**config.mk**
```make
export PLATFORM = sky130hd
export DESIGN_NAME = stack_pointer_flat
export DESIGN_NICKNAME = d
export VERILOG_FILES = /design/src/rtl/stack_pointer_if.sv /design/src/rtl/stack_pointer.sv /design/src/flat_wrapper.sv
export SDC_FILE = /design/constraint.sdc
export NUM_CORES = 1
export LEC_CHECK = 0
export ABC_AREA = 1
export CAP_MARGIN = 25
export CORE_ASPECT_RATIO = 0.7
export CORE_MARGIN = 1.5
export CORE_UTILIZATION = 36
export CTS_CLUSTER_SIZE = 24
export DETAILED_ROUTE_END_ITERATION = 10
export RECOVER_POWER = 50
export SYNTH_ARGS = -nofsm -noshare
export SYNTH_HDL_FRONTEND = slang
export SYNTH_SLANG_ARGS = --single-unit
```
**constraint.sdc**
```tcl
create_clock -name clk -period 2.6 [get_ports clk]
set_input_delay 0.52 -clock clk [delete_from_list [all_inputs] [get_ports clk]]
set_output_delay 0.52 -clock clk [all_outputs]
set_load 0.005 [all_outputs]
```
**src/rtl/stack_pointer_if.sv**
```systemverilog
// Request/response bundle between the CPU datapath and the stack pointer unit.
interface stack_pointer_if;
   logic        push;
   logic        pop;
   logic        load;
   logic [15:0] load_val;
   logic        clear_err;
   logic [15:0] sp;
   logic [15:0] mem_addr;
   logic        mem_we;
   logic        mem_re;
   logic [15:0] depth;
   logic        full;
   logic        empty;
   logic        overflow;
   logic        underflow;

   modport master (
      output push, pop, load, load_val, clear_err,
      input  sp, mem_addr, mem_we, mem_re, depth, full, empty, overflow, underflow
   );

   modport slave (
      input  push, pop, load, load_val, clear_err,
      output sp, mem_addr, mem_we, mem_re, depth, full, empty, overflow, underflow
   );
endinterface

```
**src/rtl/stack_pointer.sv**
```systemverilog
// 16-bit descending stack pointer with registered memory address/strobes.
// Define SP_BOUNDS_CHECK_EN to reject push-while-full / pop-while-empty with sticky flags.
module stack_pointer #(
   parameter logic [15:0] SP_INIT  = 16'hFFFF,
   parameter logic [15:0] SP_LIMIT = 16'hF000
) (
   input logic             clk,
   input logic             reset,
   stack_pointer_if.slave  bus
);

   localparam int unsigned W = 16;

`ifdef SP_BOUNDS_CHECK_EN
   localparam bit BoundsEn = 1'b1;
`else
   localparam bit BoundsEn = 1'b0;
`endif

   logic [W-1:0] sp_q, sp_d;
   logic [W-1:0] mem_addr_q, mem_addr_d;
   logic         mem_we_q, mem_we_d;
   logic         mem_re_q, mem_re_d;
   logic         full_c, empty_c;
   logic         push_rej_c, pop_rej_c;

   assign full_c  = (sp_q == SP_LIMIT);
   assign empty_c = (sp_q == SP_INIT);

   // Rejection only exists when bounds checking is built in.
   assign push_rej_c = BoundsEn && full_c;
   assign pop_rej_c  = BoundsEn && empty_c;

   // Priority: load > push+pop no-op > push > pop > idle.
   always_comb begin
      sp_d       = sp_q;
      mem_addr_d = mem_addr_q;
      mem_we_d   = 1'b0;
      mem_re_d   = 1'b0;
      if (bus.load) begin
         sp_d = bus.load_val;
      end else if (bus.push && bus.pop) begin
         sp_d = sp_q;
      end else if (bus.push) begin
         if (!push_rej_c) begin
            sp_d       = W'(sp_q - W'(1));
            mem_addr_d = W'(sp_q - W'(1));
            mem_we_d   = 1'b1;
         end
      end else if (bus.pop) begin
         if (!pop_rej_c) begin
            sp_d       = W'(sp_q + W'(1));
            mem_addr_d = sp_q;
            mem_re_d   = 1'b1;
         end
      end
   end

   always_ff @(posedge clk) begin
      if (reset) begin
         sp_q       <= SP_INIT;
         mem_addr_q <= '0;
         mem_we_q   <= 1'b0;
         mem_re_q   <= 1'b0;
      end else begin
         sp_q       <= sp_d;
         mem_addr_q <= mem_addr_d;
         mem_we_q   <= mem_we_d;
         mem_re_q   <= mem_re_d;
      end
   end

`ifdef SP_BOUNDS_CHECK_EN
   logic overflow_q, overflow_d;
   logic underflow_q, underflow_d;
   logic push_err_c, pop_err_c;

   // An error in the same cycle as clear_err wins over the clear.
   assign push_err_c = !bus.load && bus.push && !bus.pop && push_rej_c;
   assign pop_err_c  = !bus.load && bus.pop && !bus.push && pop_rej_c;

   always_comb begin
      overflow_d  = overflow_q;
      underflow_d = underflow_q;
      if (bus.clear_err) begin
         overflow_d  = 1'b0;
         underflow_d = 1'b0;
      end
      if (push_err_c) overflow_d  = 1'b1;
      if (pop_err_c)  underflow_d = 1'b1;
   end

   always_ff @(posedge clk) begin
      if (reset) begin
         overflow_q  <= 1'b0;
         underflow_q <= 1'b0;
      end else begin
         overflow_q  <= overflow_d;
         underflow_q <= underflow_d;
      end
   end

   assign bus.overflow  = overflow_q;
   assign bus.underflow = underflow_q;
`else
   assign bus.overflow  = 1'b0;
   assign bus.underflow = 1'b0;
`endif

   assign bus.sp       = sp_q;
   assign bus.mem_addr = mem_addr_q;
   assign bus.mem_we   = mem_we_q;
   assign bus.mem_re   = mem_re_q;
   assign bus.depth    = W'(SP_INIT - sp_q);
   assign bus.full     = full_c;
   assign bus.empty    = empty_c;

endmodule

```
**src/flat_wrapper.sv**
```systemverilog
// flat-port wrapper written by rule: the top's interface ports become plain ports
module stack_pointer_flat 
#(
   parameter logic [15:0] SP_INIT  = 16'hFFFF,
   parameter logic [15:0] SP_LIMIT = 16'hF000
)
  (clk, reset, bus_push, bus_pop, bus_load, bus_load_val, bus_clear_err, bus_sp, bus_mem_addr, bus_mem_we, bus_mem_re, bus_depth, bus_full, bus_empty, bus_overflow, bus_underflow);
  stack_pointer_if bus_i ();
  input logic clk;
  input logic reset;
  input wire logic [$bits(bus_i.push)-1:0] bus_push;
  input wire logic [$bits(bus_i.pop)-1:0] bus_pop;
  input wire logic [$bits(bus_i.load)-1:0] bus_load;
  input wire logic [$bits(bus_i.load_val)-1:0] bus_load_val;
  input wire logic [$bits(bus_i.clear_err)-1:0] bus_clear_err;
  output wire logic [$bits(bus_i.sp)-1:0] bus_sp;
  output wire logic [$bits(bus_i.mem_addr)-1:0] bus_mem_addr;
  output wire logic [$bits(bus_i.mem_we)-1:0] bus_mem_we;
  output wire logic [$bits(bus_i.mem_re)-1:0] bus_mem_re;
  output wire logic [$bits(bus_i.depth)-1:0] bus_depth;
  output wire logic [$bits(bus_i.full)-1:0] bus_full;
  output wire logic [$bits(bus_i.empty)-1:0] bus_empty;
  output wire logic [$bits(bus_i.overflow)-1:0] bus_overflow;
  output wire logic [$bits(bus_i.underflow)-1:0] bus_underflow;
  assign bus_i.push = bus_push;
  assign bus_i.pop = bus_pop;
  assign bus_i.load = bus_load;
  assign bus_i.load_val = bus_load_val;
  assign bus_i.clear_err = bus_clear_err;
  assign bus_sp = bus_i.sp;
  assign bus_mem_addr = bus_i.mem_addr;
  assign bus_mem_we = bus_i.mem_we;
  assign bus_mem_re = bus_i.mem_re;
  assign bus_depth = bus_i.depth;
  assign bus_full = bus_i.full;
  assign bus_empty = bus_i.empty;
  assign bus_overflow = bus_i.overflow;
  assign bus_underflow = bus_i.underflow;
  stack_pointer #(.SP_INIT(SP_INIT), .SP_LIMIT(SP_LIMIT)) u_core (.clk(clk), .reset(reset), .bus(bus_i));
endmodule
```
==> impl_results.md, run 1 <==
* CP peak stage delay at 0.52 ns
* Mean Syn Cell Area at 6.308 sq um
* Worst hold path type: reg2reg
* Die H at 71.54 um
* Most common cell after layout, fill and taps aside: nand2_1
* FF+latch count, synth at 34
* # nets final at 485
* Die area at 7219 sq um
* Finish-stage setup viols at 0
* Top achievable clock speed at 403.2 MHz
* Measured slew at the worst slew-check pin at 0.5371 ns
* Post-synthesis adder-cell area fraction at 2.071%
* Worst-Skew Late Latency at 0.28 ns
* Largest family of logic cells by synthesized area: simple AND/OR/NAND/NOR gates
* Critical Path End Type: output pin
* Util after Layout at 51.95%
* Worst EP arrival at 1.96 ns
* PwrDens at 467.0 nW/um^2
* DR DRC count at 0
* Sum of negative setup slack at 0 ns
* Layout cells sized above 1 at 10.04%
* Placed cell count at 540
* Unique masters post-synth at 35
* DR vias at 2,807
* Routed WL at 8.124 mm
* Clock Skew at 0.005828 ns
* CTS max path bufs at 2
* Final Cycle Share at 95.38%
* Layout Area Growth over Synthesis at 36.87%
* Largest net degree at the start of global routing at 22
* Global-route wire length before repair at 13.37 mm
* Vias in the first global route at 2,623
* Slew headroom at 64.15%
* Routability cong. at 0.9019
* Yosys warnings at 0
* Post-Synth XOR/XNOR Area at 0.7250%
* Commonest non-fill, non-tap cells in the layout: 91 x nand2_1, 48 x nor2_1, 42 x clkdlybuf4s50_1, 37 x a21oi_1, 35 x nand3_1
* GRT Residual Overflow at 0
* Simple-Gate Fraction of Synth Area at 38.32%
* Antenna diodes at 0
* CTS Buf Count at 5
* Netlist Area Pre-Place at 2416 sq um
* Tmin final at 2.480 ns
* R2r endpoint: u_core.bus.sp[12]$_SDFFE_PP1P_
* Mapped Cells at 383
* IO Port Bufs at 72
* Initial antenna violation count at 0
* Hold endpoint: u_core.bus.mem_addr[0]$_SDFFE_PP0P_
* Vias per cell at 5.113
* RSZ-0062 raised after global routing: no
* Hold Vio Cnt, Final at 0
* TritonRoute pass-1 iters at 7
* Beginning of the worst hold path: u_core.bus.mem_addr[0]$_SDFFE_PP0P_
* Clock transition at path regs at 0.07 ns
* Req. time, crit path at 2.08 ns
* Mux cell area share after synthesis at 0%
* LEAKAGE at 1.475 nW
* Sequential cell area fraction in the yosys report at 28.17%
* Routed len/inst at 14.80 um
* Outcome: complete, no violations
* Initial Util at 37.95%
* Launching point of the worst reg2reg path: u_core.bus.sp[7]$_SDFFE_PP1P_
* Die Width at 100.9 um
* Slowest CP cell: clkdlybuf4s50_1
* WS Path Type: reg2out
* Pre-CTS WS at 0.1706 ns
* Startpoint Class: flip-flop
* Critical-path cell list: ha_2, nand3_2, nor2_4, nand4_1, nor3_2, clkdlybuf4s50_1
* Iter 0 DRT Violations at 284
* Setup slack after layout at 0.1201 ns
* R2r worst-path depth at 10
* Row count at 24
* Area of the core at 6366 sq um
* CTS H-tree depth at 2
* VDD IR-drop max at 0.3006 mV
* CTS tree: yes
* Compound-Gate Fraction of Synth Area at 19.21%
* Critical path peak fanout at 6
* WHS Path Cells at 2
* Final-report max-slew violation count at 0
* CTS sink count at 34
* Non-Filler Instances at 549
* Post-DRT Antenna Nets at 0
* DP Wirelength at 5.870 mm
* Clock tree root driver cell: clkbuf_8
* I/O pin total at 76
* R2r setup slk at 0.92 ns
* Max_cap viols at 0
* Gr usage total at 23.71%
-- what timing repair did --
item / CTS / global route
hold buffers: 0 / 0
buffers inserted: 0 / 3
gates resized for setup: 5 / 3
pin swaps: 0 / 1
setup endpoints to repair: 2 / 1
-- state kept, by name, indices dropped and copies added, names as in the netlist --
signal               flops
u_core.bus.mem_addr     16
u_core.bus.mem_re        1
u_core.bus.mem_we        1
u_core.bus.sp           16
-- metrics by stage --
step	hold slack, ns	total power [mW]	cell area (sq um)
final	0.5259	1.544	3307
after global routing	0.5581	1.645	3307
after detailed placement	0.5186	1.164	3216
after CTS	0.5294	1.563	3307
after floorplan	0.4980	0.9172	2420
after global placement	0.5089	1.163	3216
-- critical path, delay by kind of cell (launching register included) --
family / cells / cell delay [ns]
flops: 1 / 0.40
simple gates: 4 / 0.53
buf+inv: 1 / 0.52
fa+ha+maj: 1 / 0.23
-- area by class of cell --
cell class                      instances  area, sq um
Multi-Input combinational cell        297         1480
Sequential cell                        34        683.2
Tap cell                               91        113.9
Timing Repair Buffer                   91        832.0
Clock buffer                            6        82.58
Inverter                               30        115.1
Fill cell                             690         3059
-- logic make-up after synthesis --
family | count (synthesis)
buffers and inverters | 53
adder cells (fa/ha/maj) | 4
flip-flops | 34
AO/OA/AOI/OAI | 86
AND/OR/NAND/NOR | 203
other | 1
XOR/XNOR | 2
-- cells in the mapped netlist, drive strengths merged --
library cell	count	area, sq um
nand2	98	400.4
nor2	56	259.0
a21oi	37	185.2
nand3	37	195.2
o21ai	37	185.2
dfxtp	34	680.7
inv	30	115.1
buf	19	123.9
nand4	6	37.54
a221oi	4	35.03
clkbuf	4	35.04
ha	4	50.05
nor3	4	20.02
o211ai	4	30.03
a31oi	2	12.51
a211oi	1	7.510
conb	1	3.750
nand3b	1	7.510
o221ai	1	8.760
or2	1	6.260
xnor2	1	8.760
xor2	1	8.760
-- report_power, final --
part | switching (mW) | internal (mW) | leakage (nW) | total (mW)
clock | 0.191 | 0.204 | 0.0431 | 0.395
combinational | 0.293 | 0.240 | 1.15 | 0.533
sequential | 0.0494 | 0.566 | 0.282 | 0.616
-- how the worst max path moves through the flow --
stage                                endpoint                     startpoint  slack [ns]
2_1_floorplan                        bus_full  u_core.bus.sp[0]$_SDFFE_PP1P_        0.76
3_3_place_gp   u_core.bus.sp[12]$_SDFFE_PP1P_                       bus_push        0.20
3_5_place_dp    u_core.bus.sp[6]$_SDFFE_PP1P_                       bus_push        0.17
4_1_cts                             bus_empty  u_core.bus.sp[4]$_SDFFE_PP1P_        0.04
5_1_grt                             bus_empty  u_core.bus.sp[1]$_SDFFE_PP1P_        0.01
6_report                            bus_empty  u_core.bus.sp[1]$_SDFFE_PP1P_        0.12
-- routing by layer --
metal	GRT usage, %	share of wire (%)	up-vias
li1	-	-	1419
met1	36.97	53	1290
met2	34.16	41	94
met3	4.488	6.1	4
met4	3.858	0.42	0
met5	0	0	-
No activity file was read; power rests on OpenSTA's default activity.
==> run 2: changes to the inputs <==
- PLACE_DENSITY: unset -> 0.7
==> impl_results.md, run 2 (same netlist as run 1, synthesis figures left out) <==
* Setup slack after layout at 0.1127 ns (was 0.1201 ns)
* Worst hold path type: reg2reg (unchanged)
* Critical path peak fanout at 6 (unchanged)
* Tmin final at 2.487 ns (was 2.480 ns)
* Outcome: complete, no violations (unchanged)
* Iter 0 DRT Violations at 248 (was 284)
* Initial antenna violation count at 0 (unchanged)
* Non-Filler Instances at 550 (was 549)
* Die area at 7219 sq um (unchanged)
* Die H at 71.54 um (unchanged)
* Vias in the first global route at 2,630 (was 2,623)
* CTS Buf Count at 5 (unchanged)
* WS Path Type: reg2out (unchanged)
* DR vias at 2,801 (was 2,807)
* CTS sink count at 34 (unchanged)
* Tot Pwr at 1.627 mW (was 1.544 mW)
* Slew headroom at 63.65% (was 64.15%)
* RSZ-0062 raised after global routing: no (unchanged)
* DP Wirelength at 6.003 mm (was 5.870 mm)
* Measured slew at the worst slew-check pin at 0.5447 ns (was 0.5371 ns)
* Post-DRT Antenna Nets at 0 (unchanged)
* Critical Path End Type: output pin (unchanged)
* Commonest non-fill, non-tap cells in the layout: 92 x nand2_1, 49 x nor2_1, 44 x clkdlybuf4s50_1, 37 x a21oi_1, 35 x nand3_1 (was 91 x nand2_1, 48 x nor2_1, 42 x clkdlybuf4s50_1, 37 x a21oi_1, 35 x nand3_1)
* # nets final at 484 (was 485)
* Largest net degree at the start of global routing at 27 (was 22)
* I/O pin total at 76 (unchanged)
* Row count at 24 (unchanged)
* Clock Skew at 0.007310 ns (was 0.005828 ns)
* Routability cong. at 0.9028 (was 0.9019)
* Most common cell after layout, fill and taps aside: nand2_1 (unchanged)
* Routed WL at 8.255 mm (was 8.124 mm)
* Vias per cell at 5.093 (was 5.113)
* Placed cell count at 540 (unchanged)
* Layout cells sized above 1 at 11.33% (was 10.04%)
* Max_cap viols at 0 (unchanged)
* DR DRC count at 0 (unchanged)
* IO Port Bufs at 72 (unchanged)
* Layout Area Growth over Synthesis at 37.80% (was 36.87%)
* PwrDens at 488.7 nW/um^2 (was 467.0 nW/um^2)
* TritonRoute pass-1 iters at 5 (was 7)
* Final-report max-slew violation count at 0 (unchanged)
* Antenna diodes at 0 (unchanged)
* Fillcell total at 673 (was 690)
* VDD IR-drop max at 0.2359 mV (was 0.3006 mV)
* Pre-CTS WS at 0.2574 ns (was 0.1706 ns)
* Clock tree root driver cell: clkbuf_8 (unchanged)
* Startpoint Class: flip-flop (unchanged)
* Area of the core at 6366 sq um (unchanged)
* Req. time, crit path at 2.08 ns (about the same)
* Routed len/inst at 15.01 um (was 14.80 um)
* Hold Vio Cnt, Final at 0 (unchanged)
* CTS max path bufs at 2 (unchanged)
* Sum of negative setup slack at 0 ns (unchanged)
* Global-route wire length before repair at 13.80 mm (was 13.37 mm)
* Gr usage total at 24.54% (was 23.71%)
* GRT Residual Overflow at 0 (unchanged)
* CTS tree: yes (unchanged)
* Post-CTS Hold Fix Bufs at 0 (unchanged)
* Clock transition at path regs at 0.08 ns (was 0.07 ns)
* CTS H-tree depth at 2 (unchanged)
* Die Width at 100.9 um (unchanged)
* Initial Util at 37.95% (unchanged)
* Worst EP arrival at 1.97 ns (was 1.96 ns)
* Top achievable clock speed at 402.1 MHz (was 403.2 MHz)
* Worst-Skew Late Latency at 0.29 ns (was 0.28 ns)
* Finish-stage setup viols at 0 (unchanged)
* LEAKAGE at 1.504 nW (was 1.475 nW)
* Final Cycle Share at 95.66% (was 95.38%)
run 2: cell types whose count changed in the layout (fill, tap and decap cells not counted), sizes merged:
| cell | before | now |
|---|---|---|
| buf | 11 | 16 |
| clkdlybuf4s50 | 42 | 44 |
| dlygate4sd3 | 29 | 27 |
| clkbuf | 14 | 10 |
run 2: stage by stage:
step | utilization [%] | hold WS, ns | instance area (sq um)
finish | 52.30 | 0.5326 | 3329
global route | 52.30 | 0.5724 | 3329
CTS | 52.34 | 0.5486 | 3332
detailed placement | 50.51 | 0.5250 | 3216
global placement | 50.51 | 0.5101 | 3216
floorplan | - | 0.4980 | 2420
run 2: cell type report:
class / instances / area [sq um] / area share, %
timing repair buffer: 90 / 848.3 / 25.48
tap: 91 / 113.9 / 3.420
multi-input combinational: 297 / 1456 / 43.74
sequential: 34 / 688.2 / 20.67
clock buffer: 8 / 110.1 / 3.307
inverter: 30 / 112.6 / 3.382
run 2: routing by layer:
metal,global-route usage [%],vias to the layer above,part of all wire (%)
met5,0,-,0
met4,4.630,0,0.55
met3,4.390,5,7.4
met2,35.59,115,41
met1,37.98,1265,51
li1,-,1416,-
run 2: repair_timing:
action	4_1_cts	5_1_grt
gates resized for setup	5	4
pin swaps	0	1
endpoints found under the setup margin	2	1
buffers inserted	0	2
run 2: path summary, 6_finish.rpt:
path	endpoint	cells after the start	startpoint	slack [ns]
min reg2reg	u_core.bus.mem_addr[1]$_SDFFE_PP0P_	2	u_core.bus.mem_addr[1]$_SDFFE_PP0P_	0.53
max reg2reg	u_core.bus.sp[14]$_SDFFE_PP1P_	11	u_core.bus.sp[1]$_SDFFE_PP1P_	1.00
min	u_core.bus.mem_addr[1]$_SDFFE_PP0P_	2	u_core.bus.mem_addr[1]$_SDFFE_PP0P_	0.53
max	bus_empty	6	u_core.bus.sp[1]$_SDFFE_PP1P_	0.11
run 2: worst max-delay path, cell delays in order, from the launching register on:
cell and delay [ns]:
dfxtp_4 0.38, ha_2 0.21, nand3_2 0.12, nor2_4 0.15, nand4_1 0.15, nor3_2 0.15
clkdlybuf4s50_1 0.52
run 2: report_power, final:
group          switching (mW)  leakage [nW]  internal (mW)
logic                   0.290          1.16          0.245
registers              0.0499         0.282          0.567
clock network           0.208        0.0575          0.268
total                   0.548          1.50           1.08
